## src/rtl/button_event.sv

```systemverilog
// button_event: debounced button level to one-cycle press/release/click/double/long/repeat pulses.
// Auto-repeat is built only with BUTTON_EVENT_REPEAT_EN; release/repeat are SV keywords, hence release_pulse/repeat_pulse.
module button_event #(
   parameter int LONG_CYCLES   = 50_000_000,
   parameter int DCLICK_CYCLES = 25_000_000,
   parameter int REPEAT_CYCLES = 10_000_000
) (
   input  logic clock,
   input  logic reset,
   input  logic in,
   output logic press,
   output logic release_pulse,
   output logic single_click,
   output logic double_click,
   output logic long_press,
   output logic repeat_pulse
);
   localparam int MAX_LD = (LONG_CYCLES > DCLICK_CYCLES) ? LONG_CYCLES : DCLICK_CYCLES;
   localparam int MAX_ALL = (MAX_LD > REPEAT_CYCLES) ? MAX_LD : REPEAT_CYCLES;
   localparam int CW = $clog2(MAX_ALL);
   localparam logic [CW-1:0] LONG_T = CW'(LONG_CYCLES - 1);
   localparam logic [CW-1:0] DCLICK_T = CW'(DCLICK_CYCLES - 1);
   typedef enum logic [2:0] {IDLE, PRESSED, LONG_HELD, WAIT_SECOND, SECOND_PRESSED} state_t;
   state_t state_q, state_d;
   logic [CW-1:0] count_q, count_d;
   logic in_d_q;
   logic rise, fall;
   logic [4:0] ev_q, ev_d;
   logic rpt_d;
   assign rise = in & ~in_d_q;
   assign fall = ~in & in_d_q;
   // ev bits: {press, release, single_click, double_click, long_press}
   always_comb begin
      state_d = state_q;
      count_d = count_q;
      ev_d = '0;
      rpt_d = 1'b0;
      case (state_q)
         IDLE: if (rise) begin
            ev_d[4] = 1'b1;
            state_d = PRESSED;
         end
         PRESSED: if (fall) begin
            ev_d[3] = 1'b1;
            state_d = WAIT_SECOND;
         end else if (count_q == LONG_T) begin
            ev_d[0] = 1'b1;
            state_d = LONG_HELD;
         end else count_d = count_q + 1'b1;
         LONG_HELD: if (fall) begin
            ev_d[3] = 1'b1;
            state_d = IDLE;
         end
`ifdef BUTTON_EVENT_REPEAT_EN
         else if (count_q == CW'(REPEAT_CYCLES - 1)) begin
            rpt_d = 1'b1;
            count_d = '0;
         end else count_d = count_q + 1'b1;
`endif
         WAIT_SECOND: if (rise) begin
            ev_d[4] = 1'b1;
            ev_d[1] = 1'b1;
            state_d = SECOND_PRESSED;
         end else if (count_q == DCLICK_T) begin
            ev_d[2] = 1'b1;
            state_d = IDLE;
         end else count_d = count_q + 1'b1;
         SECOND_PRESSED: if (fall) begin
            ev_d[3] = 1'b1;
            state_d = IDLE;
         end
         default: state_d = IDLE;
      endcase
      count_d = (state_d != state_q) ? '0 : count_d;
   end
   always_ff @(posedge clock or posedge reset) begin
      if (reset) begin
         state_q <= IDLE;
         count_q <= '0;
         in_d_q <= 1'b0;
         ev_q <= '0;
      end else begin
         state_q <= state_d;
         count_q <= count_d;
         in_d_q <= in;
         ev_q <= ev_d;
      end
   end
`ifdef BUTTON_EVENT_REPEAT_EN
   logic rpt_q;
   always_ff @(posedge clock or posedge reset) begin
      if (reset) rpt_q <= 1'b0;
      else rpt_q <= rpt_d;
   end
   assign repeat_pulse = rpt_q;
`else
   logic unused_rpt;
   assign unused_rpt = rpt_d;
   assign repeat_pulse = 1'b0;
`endif
   assign {press, release_pulse, single_click, double_click, long_press} = ev_q;
endmodule

```

## config.mk

```make
export PLATFORM = sky130hd
export DESIGN_NAME = button_event
export DESIGN_NICKNAME = d
export VERILOG_FILES = /design/src/rtl/button_event.sv
export SDC_FILE = /design/constraint.sdc
export NUM_CORES = 1
export LEC_CHECK = 0
export CAP_MARGIN = 0
export CORE_ASPECT_RATIO = 1.4
export CORE_MARGIN = 2
export CORE_UTILIZATION = 45
export CTS_BUF_LIST = sky130_fd_sc_hd__clkbuf_4 sky130_fd_sc_hd__clkbuf_8 sky130_fd_sc_hd__clkbuf_16
export DETAILED_ROUTE_END_ITERATION = 8
export GPL_ROUTABILITY_DRIVEN = 0
export HOLD_SLACK_MARGIN = 0.03
export MAX_ROUTING_LAYER = met4
export PLACE_DENSITY = 0.63
export SETUP_SLACK_MARGIN = 0.4
export SYNTH_ARGS = -nofsm -noshare
export SYNTH_HDL_FRONTEND = slang
export SYNTH_SLANG_ARGS = --single-unit
export TNS_END_PERCENT = 50
```

## constraint.sdc

```tcl
create_clock -name clock -period 2.6 [get_ports clock]
set_clock_uncertainty 0.15 [all_clocks]
set_input_delay 0.78 -clock clock [delete_from_list [all_inputs] [get_ports clock]]
set_output_delay 0.78 -clock clock [all_outputs]
set_load 0.01 [all_outputs]
```

==> flow_results.xml <==
<?xml version="1.0" encoding="UTF-8"?>
<metrics>
  <group name="worst_setup_path">
    <metric name="worstPathArrival" unit="ps">2430</metric>
    <metric name="crit_family" unit="">simple AND/OR/NAND/NOR gates</metric>
    <metric name="critical_path_peak_fanout" unit="">4</metric>
    <metric name="cp_num_buf_inv" unit="">1</metric>
    <metric name="critical_path.most_common_cell" unit="">a21oi_2</metric>
    <metric name="timing.setup.critical_path_class" unit="">reg2reg</metric>
    <metric name="worst_setup_path_start_kind" unit="">flop</metric>
    <metric name="slowest_cell_on_crit_path" unit="">or4_4</metric>
    <metric name="required" unit="ps">2680</metric>
    <metric name="setup.worst_path.end_class" unit="">flop</metric>
    <metric name="timing.critical_path.slowest_cell_delay" unit="ps">590</metric>
    <metric name="crit_path_cells" unit="">or4_4, nor4b_4, a21oi_2, buf_4, or3b_4, a21oi_2</metric>
  </group>
  <group name="detailed_routing">
    <metric name="dr.pass1.iters" unit="">4</metric>
    <metric name="detail_route.wl_per_cell" unit="um">16.7</metric>
    <metric name="drt_first_iter_violations" unit="">101</metric>
    <metric name="routed_via_density" unit="">5.86</metric>
    <metric name="drc" unit="">0</metric>
    <metric name="antenna_left" unit="">0</metric>
    <metric name="finalWirelength" unit="um">5640</metric>
    <metric name="vias" unit="">1976</metric>
  </group>
  <group name="logic_synthesis">
    <metric name="synth-main-ff-cell" unit="">dfrtp_1</metric>
    <metric name="synth_seq_area_share" unit="%">40.6</metric>
    <metric name="synth_edf_count" unit="">0</metric>
    <metric name="yosys_warnings" unit="">0</metric>
    <metric name="synthDistinctLibCells" unit="">51</metric>
    <metric name="syn_area_per_cell" unit="sq um">8.85</metric>
    <metric name="synthesized_netlist_net_count" unit="">248</metric>
    <metric name="mappedNetlistArea" unit="sq um">2160</metric>
    <metric name="synth-seq-cells" unit="">35</metric>
    <metric name="asyncSetResetFlopFracSynth" unit="%">100</metric>
    <metric name="cells_after_synth" unit="">244</metric>
  </group>
  <group name="layout">
    <metric name="finish.utilization" unit="%">60.8</metric>
    <metric name="n_antenna_cell" unit="">0</metric>
    <metric name="finish.net_count" unit="">278</metric>
    <metric name="non_filler_instance_count_after_layout" unit="">337</metric>
    <metric name="mostFrequentLayoutCells" unit="">32 x dfrtp_1, 29 x buf_4, 16 x nand2_1</metric>
    <metric name="fillerInstances" unit="">419</metric>
    <metric name="layout_commonest_cell" unit="">dfrtp_1</metric>
    <metric name="drive_gt1_share" unit="%">30.2</metric>
    <metric name="syn2layout_area_growth" unit="%">28.7</metric>
  </group>
  <group name="place">
    <metric name="detailedPlacementHpwl" unit="um">3990</metric>
    <metric name="port_buffers" unit="">7</metric>
    <metric name="numPlacedInstances" unit="">322</metric>
  </group>
  <group name="cts">
    <metric name="cts_max_path_buffers" unit="">2</metric>
    <metric name="cts_num_sinks" unit="">35</metric>
    <metric name="cts_buffers" unit="">5</metric>
    <metric name="post_cts_hold_buffer_count" unit="">0</metric>
    <metric name="h_tree_levels" unit="">2</metric>
    <metric name="cts.reportedPaths.clkPinSlew" unit="ps">70</metric>
    <metric name="clock_tree_from_tritoncts" unit="">built</metric>
    <metric name="ctsRootBufferMaster" unit="">clkbuf_8</metric>
    <metric name="clk-insertion-delay-late" unit="ps">290</metric>
  </group>
  <group name="die">
    <metric name="floorplan.die.height" unit="um">86.0</metric>
    <metric name="design.die.area" unit="sq um">5380</metric>
    <metric name="floorplan.core_area" unit="sq um">4570</metric>
    <metric name="pin_count" unit="">9</metric>
    <metric name="initial_utilization" unit="%">47.2</metric>
    <metric name="placementRows" unit="">29</metric>
    <metric name="die_x" unit="um">62.6</metric>
  </group>
  <group name="run_status">
    <metric name="outcome" unit="">finished, final reports clean</metric>
  </group>
  <group name="global_routing">
    <metric name="grt_pass1_wl" unit="um">9870</metric>
    <metric name="grt_max_degree" unit="">36</metric>
    <metric name="grtUsageTotal" unit="%">24.1</metric>
    <metric name="globalRouteOverflowTotal" unit="">0</metric>
    <metric name="grt_antenna_before_repair" unit="">0</metric>
    <metric name="first_global_vias" unit="">1963</metric>
  </group>
  <group name="timing">
    <metric name="final_hold_viol_count" unit="">0</metric>
    <metric name="setup_viol_count_final" unit="">0</metric>
    <metric name="slew_violations" unit="">0</metric>
    <metric name="period_minus_slack" unit="ps">2350</metric>
    <metric name="unrepaired_setup_endpoints_after_global_routing" unit="">true</metric>
    <metric name="period_share" unit="%">90.5</metric>
    <metric name="fmax" unit="MHz">425</metric>
  </group>
  <group name="job">
    <metric name="number_of_maximum_capacitance_constraint_violations" unit="">0</metric>
  </group>
  <group name="power">
    <metric name="p_sw_share" unit="%">37.1</metric>
    <metric name="power_density" unit="nW/um^2">627</metric>
    <metric name="clock_power_share" unit="%">22.2</metric>
    <metric name="cellInternalPower" unit="W">0.00110</metric>
    <metric name="ir_worst_vdd" unit="mV">0.486</metric>
    <metric name="seq_power_share" unit="%">36.7</metric>
    <metric name="power.share.combinational" unit="%">41.1</metric>
    <metric name="power_leakage" unit="nW">1.04</metric>
    <metric name="p_sw" unit="W">0.000647</metric>
  </group>
  <group name="worst_hold_path">
    <metric name="min-delay-path-class" unit="">reg2reg</metric>
  </group>
</metrics>
through the flow:
| stage | power, W | setup WS, ps | setup TNS (ps) | instance area, sq um | hold WS (ps) |
|---|---|---|---|---|---|
| floorplan | 0.00104 | 325 | 0 | 2210 | 322 |
| detailed placement | 0.00126 | -201 | -3570 | 2460 | 384 |
| finish | 0.00174 | 247 | 0 | 2780 | 427 |
| CTS | 0.00171 | 280 | 0 | 2690 | 422 |
| global placement | 0.00126 | -181 | -2810 | 2460 | 390 |
| global route | 0.00185 | 177 | 0 | 2780 | 461 |
synth_stat cells (all sizes together), types with 6 or more instances:
cell / n / area [sq um]
a21o: 6 / 45.0
a21oi: 21 / 105
buf: 8 / 55.1
clkbuf: 9 / 33.8
dfrtp: 35 / 876
inv: 6 / 22.5
nand2: 16 / 60.1
nand3: 16 / 80.1
nand4: 6 / 43.8
nor2: 20 / 75.1
nor4: 7 / 43.8
o2111ai: 6 / 52.6
o211ai: 6 / 45.0
o21ai: 9 / 45.0
or3: 8 / 55.1
or4: 7 / 56.3
xnor2: 9 / 78.8
worst reg2reg max path: stages, from the launching register on:
cell and delay (ps):
dfrtp_1 380, or4_4 590, nor4b_4 380, a21oi_2 130
buf_4 160, or3b_4 360, a21oi_2 140
sequential cells by signal, indices dropped and copies added, names as in the netlist:
name and count:
in_d_q 1, count_q 26, state_q 3, ev_q 5
power groups by stage:
stage	Combinational [W]	Sequential [W]	Clock, W
5_1_grt	0.000782	0.000646	0.000422
3_5_place_dp	0.000609	0.000653	0
4_1_cts	0.000677	0.000639	0.000392
3_3_place_gp	0.000610	0.000651	0
2_1_floorplan	0.000406	0.000634	0
6_report	0.000717	0.000640	0.000386
per-layer routing:
metal	GRT usage [%]	wire, um
met3	4.07	109
met2	42.9	3100
met5	-	0
met4	7.27	93
met1	27.7	2340
what timing repair did:
item	CTS	global route
resized for setup	28	16
pin swaps	15	11
setup buffers	2	4
endpoints found under the setup margin	29	29
cloned	1	0
final cells by class:
type                    instances  area (sq um)  share of cell area [%]
multi-input cells             186          1380                    49.5
flip-flops and latches         35           880                    31.6
repair buffers                 40           340                    12.2
well taps                      62          77.6                    2.79
clock buffers                   5          68.8                    2.48
inverters                       6          22.5                   0.810
clock inverters                 3          15.0                   0.540
cells by family (layout without fill, tap and decap cells):
logic type | Yosys count | after routing | share of synthesized area (%)
and+or+nand+nor | 113 | 113 | 30.7
AOI/OAI and AO/OA | 60 | 60 | 18.3
DFF | 35 | 35 | 40.6
adders and majority gates | 2 | 2 | 1.04
xor gates and xnor gates | 10 | 10 | 4.06
other | 1 | 1 | 0.174
buffers and inverters | 23 | 54 | 5.16
path summary, 6_finish.rpt:
kind	startpoint	end	slack [ps]	cells past startpoint
max	count_q[10]	count_q[1]	250	6
min	count_q[9]	count_q[9]	430	2
max reg2reg	count_q[10]	count_q[1]	250	6
min reg2reg	count_q[9]	count_q[9]	430	2
max in group asynchronous	reset	count_q[6]	1210	3
min in group asynchronous	reset	ev_q[1]	740	3
Power figures use the tool's default switching activity.
